<file path="src/rtl/midi_note_decoder.sv">
// MIDI byte-stream parser producing monophonic note events.
// Running status, channel filter, last-note priority.
module midi_note_decoder #(
  parameter int CHANNEL = 0,
  parameter bit OMNI    = 1'b0
) (
  input  logic       clk,
  input  logic       rst_b,
  input  logic [7:0] rx_data,
  input  logic       rx_valid,
  output logic       note_on,
  output logic       note_off,
  output logic       gate,
  output logic [6:0] note,
  output logic [6:0] velocity
);

  typedef enum logic [1:0] {
    WAIT_STATUS = 2'd0,
    DATA1       = 2'd1,
    DATA2       = 2'd2
  } state_e;

  localparam logic [3:0] CH = 4'(CHANNEL);

  state_e     state_q, state_d;
  logic [7:0] run_status_q, run_status_d;
  logic [6:0] d1_q, d1_d;
  logic       note_on_q, note_on_d;
  logic       note_off_q, note_off_d;
  logic       gate_q, gate_d;
  logic [6:0] note_q, note_d;
  logic [6:0] vel_q, vel_d;

  logic [3:0] typ;
  logic       chan_ok;
  logic       two_byte;
  logic       take_d1;
  logic       is_chan;
  logic       is_sys;
  logic       is_rt;
  logic       is_data;
  logic [6:0] d2;

  assign typ      = run_status_q[7:4];
  assign chan_ok  = OMNI || (run_status_q[3:0] == CH);
  assign two_byte = (typ != 4'hC) && (typ != 4'hD);
  assign take_d1  = (state_q == DATA1) ||
                    ((state_q == WAIT_STATUS) &&
                     (run_status_q != 8'h00));
  assign is_data  = !rx_data[7];
  assign is_chan  = rx_data[7] && (rx_data[7:4] != 4'hF);
  assign is_sys   = (rx_data[7:3] == 5'b11110);
  assign is_rt    = (rx_data[7:3] == 5'b11111);
  assign d2       = rx_data[6:0];

  // Byte classification, parser transitions and note actions
  always_comb begin
    state_d      = state_q;
    run_status_d = run_status_q;
    d1_d         = d1_q;
    note_on_d    = 1'b0;
    note_off_d   = 1'b0;
    gate_d       = gate_q;
    note_d       = note_q;
    vel_d        = vel_q;
    if (rx_valid) begin
      unique case (1'b1)
        is_chan: begin
          run_status_d = rx_data;
          state_d      = DATA1;
        end
        is_sys: begin
          run_status_d = 8'h00;
          state_d      = WAIT_STATUS;
        end
        is_rt: ;
        is_data: begin
          unique case (1'b1)
            state_q == DATA2: begin
              state_d = WAIT_STATUS;
              if (chan_ok) begin
                if (typ == 4'h9 && d2 != 7'd0) begin
                  note_d    = d1_q;
                  vel_d     = d2;
                  gate_d    = 1'b1;
                  note_on_d = 1'b1;
                end else if ((typ == 4'h8 || typ == 4'h9) &&
                             gate_q && (d1_q == note_q)) begin
                  gate_d     = 1'b0;
                  note_off_d = 1'b1;
                end
              end
            end
            take_d1: begin
              d1_d    = rx_data[6:0];
              state_d = two_byte ? DATA2 : WAIT_STATUS;
            end
            default: ;
          endcase
        end
        default: ;
      endcase
    end
  end

  // State and output registers, cleared asynchronously
  always_ff @(posedge clk or negedge rst_b) begin
    if (!rst_b) begin
      state_q      <= WAIT_STATUS;
      run_status_q <= 8'h00;
      d1_q         <= 7'd0;
      note_on_q    <= 1'b0;
      note_off_q   <= 1'b0;
      gate_q       <= 1'b0;
      note_q       <= 7'd0;
      vel_q        <= 7'd0;
    end else begin
      state_q      <= state_d;
      run_status_q <= run_status_d;
      d1_q         <= d1_d;
      note_on_q    <= note_on_d;
      note_off_q   <= note_off_d;
      gate_q       <= gate_d;
      note_q       <= note_d;
      vel_q        <= vel_d;
    end
  end

  assign note_on  = note_on_q;
  assign note_off = note_off_q;
  assign gate     = gate_q;
  assign note     = note_q;
  assign velocity = vel_q;

endmodule

</file>
<file path="config.mk">
export PLATFORM = sky130hd
export DESIGN_NAME = midi_note_decoder
export DESIGN_NICKNAME = d
export VERILOG_FILES = /design/src/rtl/midi_note_decoder.sv
export SDC_FILE = /design/constraint.sdc
export NUM_CORES = 1
export LEC_CHECK = 0
export CAP_MARGIN = 20
export CORE_MARGIN = 2
export CORE_UTILIZATION = 45
export DETAILED_ROUTE_END_ITERATION = 7
export GPL_TIMING_DRIVEN = 0
export MAX_ROUTING_LAYER = met4
export PLACE_DENSITY = 0.71
export SLEW_MARGIN = 20
export SYNTH_ARGS = -nofsm -noshare
export SYNTH_HDL_FRONTEND = slang
export SYNTH_SLANG_ARGS = --single-unit
</file>
<file path="constraint.sdc">
create_clock -name clk -period 4.6 [get_ports clk]
set_input_delay 1.15 -clock clk [delete_from_list [all_inputs] [get_ports clk]]
set_output_delay 1.15 -clock clk [all_outputs]
set_load 0.005 [all_outputs]
</file>
# Word level (Yosys, flattened, before mapping)
# Cells that the tools add are included.
[totals]
regBits = 34
in_bits = 11
output_inout_bits = 17
wordCells = 58
[classes]
n_eq_ne = 10
mux = 18
n_bitwise = 1
reduce_logical = 21
[ops]
columns = ["op", "n"]
rows = [
  ["one-hot mux 8 bit (2 select lines)", 1],
  ["two-way mux 1 bit", 13],
  ["inequality test 4 bit (second input constant)", 3],
  ["AND reduction 5 bit", 2],
  ["equality test 4 bit (second input constant)", 2],
  ["nonzero test 8 bit", 1],
  ["equality test 7 bit", 1],
  ["nonzero test 7 bit", 1],
  ["logical AND 1 bit", 6],
  ["one-hot mux 2 bit (3 select lines)", 1],
  ["AND reduction 3 bit", 2],
  ["equality test 5 bit (second input constant)", 1],
  ["zero test 4 bit", 1],
  ["two-way mux 2 bit", 2],
  ["inequality test 4 x 3 -> 1 bit (second input constant)", 1],
  ["one-hot mux 2 bit (2 select lines)", 1],
  ["nonzero test 2 bit", 2],
  ["nonzero test 3 bit", 1],
  ["equality test 2 x 1 -> 1 bit (second input constant)", 1],
  ["equality test 2 bit (second input constant)", 1],
  ["zero test 2 bit", 1],
  ["logical OR 1 bit", 2],
  ["AND reduction 2 bit", 1],
  ["zero test 1 bit", 1],
  ["inverter 1 bit", 1],
]

# Depth between registers and ports, before layout
[depth]
depth_word = 10
ltp_mapped = 5
mapped_depth_nobuf = 4

# Worst setup path before layout
# Ideal clock, no wire load.
[synth_path]
path_kind = "input -> register"
from = "input port rx_data[1]"
to = "register note_q[5] (netlist: note[5])"
setup_time_ps = 127
arrival_ps = 2491
t_required_ps = 4473
slack_ps = 1981
stages = 5
path_buffers = 1
path_cell_list = "or4_1 o211ai_2 nor2_8 buf_6 mux2_1"
[synth_via]
elab_chain_len = 3
[synth_lines]
columns = ["item", "line", "text"]
rows = [
  ["start, declared", "9", "input logic [7:0] rx_data,"],
  ["nonzero test 7 bit", "83", "if (typ == 4'h9 && d2 != 7'd0) begin"],
  ["logical AND 1 bit", "83", ""],
  ["AND reduction 5 bit (no line)", "-", ""],
  ["end signal, assigned", "125", "note_q <= note_d;"],
  ["end, declared", "32", "logic [6:0] note_q, note_d;"],
]
# No other way between the ends.
# A chain may end at the register's enable or synchronous reset.

# Worst setup path in the final report
[layout_path]
from = "input port rx_data[1]"
to = "register vel_q[0] (netlist: velocity[0])"
[layout_via]
elab_chain_len = 3
[layout_lines]
columns = ["item", "line", "text"]
rows = [
  ["nonzero test 7 bit", "83", ""],
  ["logical AND 1 bit", "83", ""],
  ["AND reduction 5 bit (no line)", "-", ""],
  ["end signal, assigned", "126", "vel_q <= vel_d;"],
  ["end, declared", "33", "logic [6:0] vel_q, vel_d;"],
]
# No other way between the ends.

==> metrics <==
area of the placeable core=3050 sq um; global-route wire length before repair=4510 um; clock latency on the worst-skew pair=340 ps; Mapped Nets=114; starting density of the core=between 40% and 50%; synthesis warning total=0; hold slack final=491 ps; critical path startpoint category=input pin; Crit. Startpoint=rx_data[1]; Hold Crit Class=reg2reg; vias after detailed routing=975; total die area=3700 sq um; Worst Tran Pin Value=between 700 and 800 ps; wire length reported by the detailed router=2700 um; number of buffers added by the clock tree synthesis step=5; Critical Path Sink Type=flop; number of pins exceeding their max-slew limit in the final report=0; prevailing post-synth register cell=sky130_fd_sc_hd__dfrtp_1; maximum fanout encountered on the critical timing path=10; worst endpoint required time=4820 ps; launch instance of the worst register-to-register path=run_status_q[1]; Register-to-Register Setup Slack=2420 ps; number of diodes=0; cell count after synthesis=103; number of library cell types mapped by synthesis=29; clock-pin transition on the worst setup and hold timing paths=90 ps; share of synthesized flip-flops with an asynchronous set or reset=100%; share of the yosys chip area belonging to registers=58.5%; Mean Syn Cell Area=14.1 sq um; average wire length per cell after detail routing=15.0 um; count of buffers inserted at the top-level ports=27; Worst slew margin=51.0%; power density over the cells=354 nW/um^2; height of the chip=around 61 um; number of resized instances in the post-cts repair step=0; maximum achievable frequency=0.345 GHz; final weighted congestion of routability-driven global placement=0.820; share of the synthesized area in the top cell type=58.5%; maximum clock insertion buffer count=2; utilization after layout=59.8%; number of nets in the finished design=roughly 150; count leader, synth=sky130_fd_sc_hd__dfrtp_1; drt via density=between 5 and 6; final number of hold-violating endpoints=0; cell count after placement=174; Chip Width=60.9 um; Area growth, synth to finish=25.5%; total congestion overflow after global routing=0; number of failing setup endpoints in the final timing report=0; clk root buf=sky130_fd_sc_hd__clkbuf_4; Setup TNS Final=0 ps; Setup Fix Bufs, Post-CTS=0; total global-route track usage=a little under a fifth; largest cells by area after synthesis=sky130_fd_sc_hd__dfrtp_1 (58%), sky130_fd_sc_hd__mux2_1 (10%), sky130_fd_sc_hd__mux2_2 (6.2%); Finished Layout Cells=180; DRC=0; Final Skew=~7.7 ps; Detail Route Antenna Nets=0; initial antenna violation count=0; shortest clock period the worst path allows after layout=around 2900 ps; CTS sink cnt=34; I/O pin count=28; data arrival time of the critical path=3120 ps; share of the cycle needed by the critical path after routing=63.0%; Leak Pwr=approximately 0.83 nW; post-DP HPWL=1990 um; end of the worst register-to-register path=velocity[0]; number of flops mapped to enable cells by yosys=0; row cnt=20; DRT Pass-1 Iters=4; maximum vdd ir drop=0.218 mV; max-cap viol count=0; via count of the first global-routing pass=950; status=complete, no violations; pin count of the biggest net entering global routing=35; fraction of layout instances using a drive strength above 1=14.7%; commonest cells in the netlist=sky130_fd_sc_hd__dfrtp_1 (34), sky130_fd_sc_hd__mux2_1 (13), sky130_fd_sc_hd__mux2_2 (8); RSZ-0062 raised after global routing=no; mapped cell area=~1500 sq um; clock tree from TritonCTS=done; Setup CP Type=in2reg; CP Capture Point=velocity[0]; hold buffers post-CTS=0; cell taking the most area after synthesis=sky130_fd_sc_hd__dfrtp_1; FF-to-FF path depth=5; Iteration-0 DRC Markers=38; number of register bits inferred by synthesis=34; CTS H-tree depth=2
==> cells by family after synthesis <==
group                  Yosys count  synth area share (%)
XOR/XNOR                         7                  4.21
flip-flops                      34                  58.5
AND/OR/NAND/NOR                 21                  10.2
AO/OA/AOI/OAI                   16                  8.86
multiplexers                    22                  16.9
buffers and inverters            3                  1.29
==> cells in the final DEF, fill, tap and decap left out, drive strengths merged, types with 2 or more instances in the layout <==
master / synthesis / layout
dfrtp: 34 / 34
clkdlybuf4s50: 0 / 26
mux2: 21 / 21
xnor2: 7 / 7
a22o: 6 / 6
clkbuf: 0 / 6
or4: 3 / 3
o21ai: 3 / 3
or3: 3 / 3
nor2: 3 / 3
nand3: 3 / 3
nand4: 2 / 2
nand3b: 2 / 2
nand2: 2 / 2
inv: 2 / 2
buf: 1 / 2
==> critical path, stage by stage <==
cell and delay (ps):
sky130_fd_sc_hd__clkdlybuf4s50_1 520, sky130_fd_sc_hd__or4_1 580, sky130_fd_sc_hd__o211ai_2 330, sky130_fd_sc_hd__nor2_8 80, sky130_fd_sc_hd__buf_6 160, sky130_fd_sc_hd__mux2_1 310
==> flip-flops by register name, indices dropped and copies added (netlist names) <==
name          flops
d1_q              7
gate              1
note              7
note_off          1
note_on           1
run_status_q      8
state_q           2
velocity          7
==> layer usage <==
| layer | routed length [um] | vias up | track usage, % |
|---|---|---|---|
| li1 | - | 454 | - |
| met1 | 1180 | 488 | 21.9 |
| met2 | 1300 | 27 | 27.2 |
| met3 | 153 | 6 | 5.33 |
| met4 | 75 | 0 | 10.9 |
| met5 | 0 | - | - |
==> worst min-delay path by stage <==
stage                    startpoint         endpoint  slack, ps  cells after the start
detailed placement      velocity[1]      velocity[1]        480                      1
global route            velocity[4]      velocity[4]        510                      1
global placement        velocity[1]      velocity[1]        470                      1
CTS                     velocity[1]      velocity[1]        500                      1
floorplan           run_status_q[3]  run_status_q[3]        450                      1
finish                  velocity[1]      velocity[1]        490                      1
==> layout make-up <==
class | count | area [sq um]
Tap cell | 44 | 55.1
Multi-Input combinational cell | 66 | 586
Sequential cell | 34 | 851
Timing Repair Buffer | 27 | 265
Inverter | 2 | 7.51
Clock buffer | 6 | 51.3
Fill cell | 270 | 1230
Buffer | 1 | 11.3
==> power breakdown <==
group	internal [W]	switching (W)	leakage [nW]	total [W]
Combinational	0.0000683	0.0000466	0.355	0.000115
Clock	0.0000688	0.0000913	0.0302	0.000160
Sequential	0.000339	0.0000328	0.441	0.000371
Total	0.000476	0.000171	0.826	0.000646
==> through the flow <==
stage	instance area [sq um]	setup WS (ps)	power, W
finish	1830	1700	0.000646
global placement	1780	1360	0.000489
floorplan	1460	1980	0.000444
detailed placement	1780	1350	0.000494
global route	1830	1610	0.000681
CTS	1830	1710	0.000655
No activity file was read; power rests on OpenSTA's default activity.
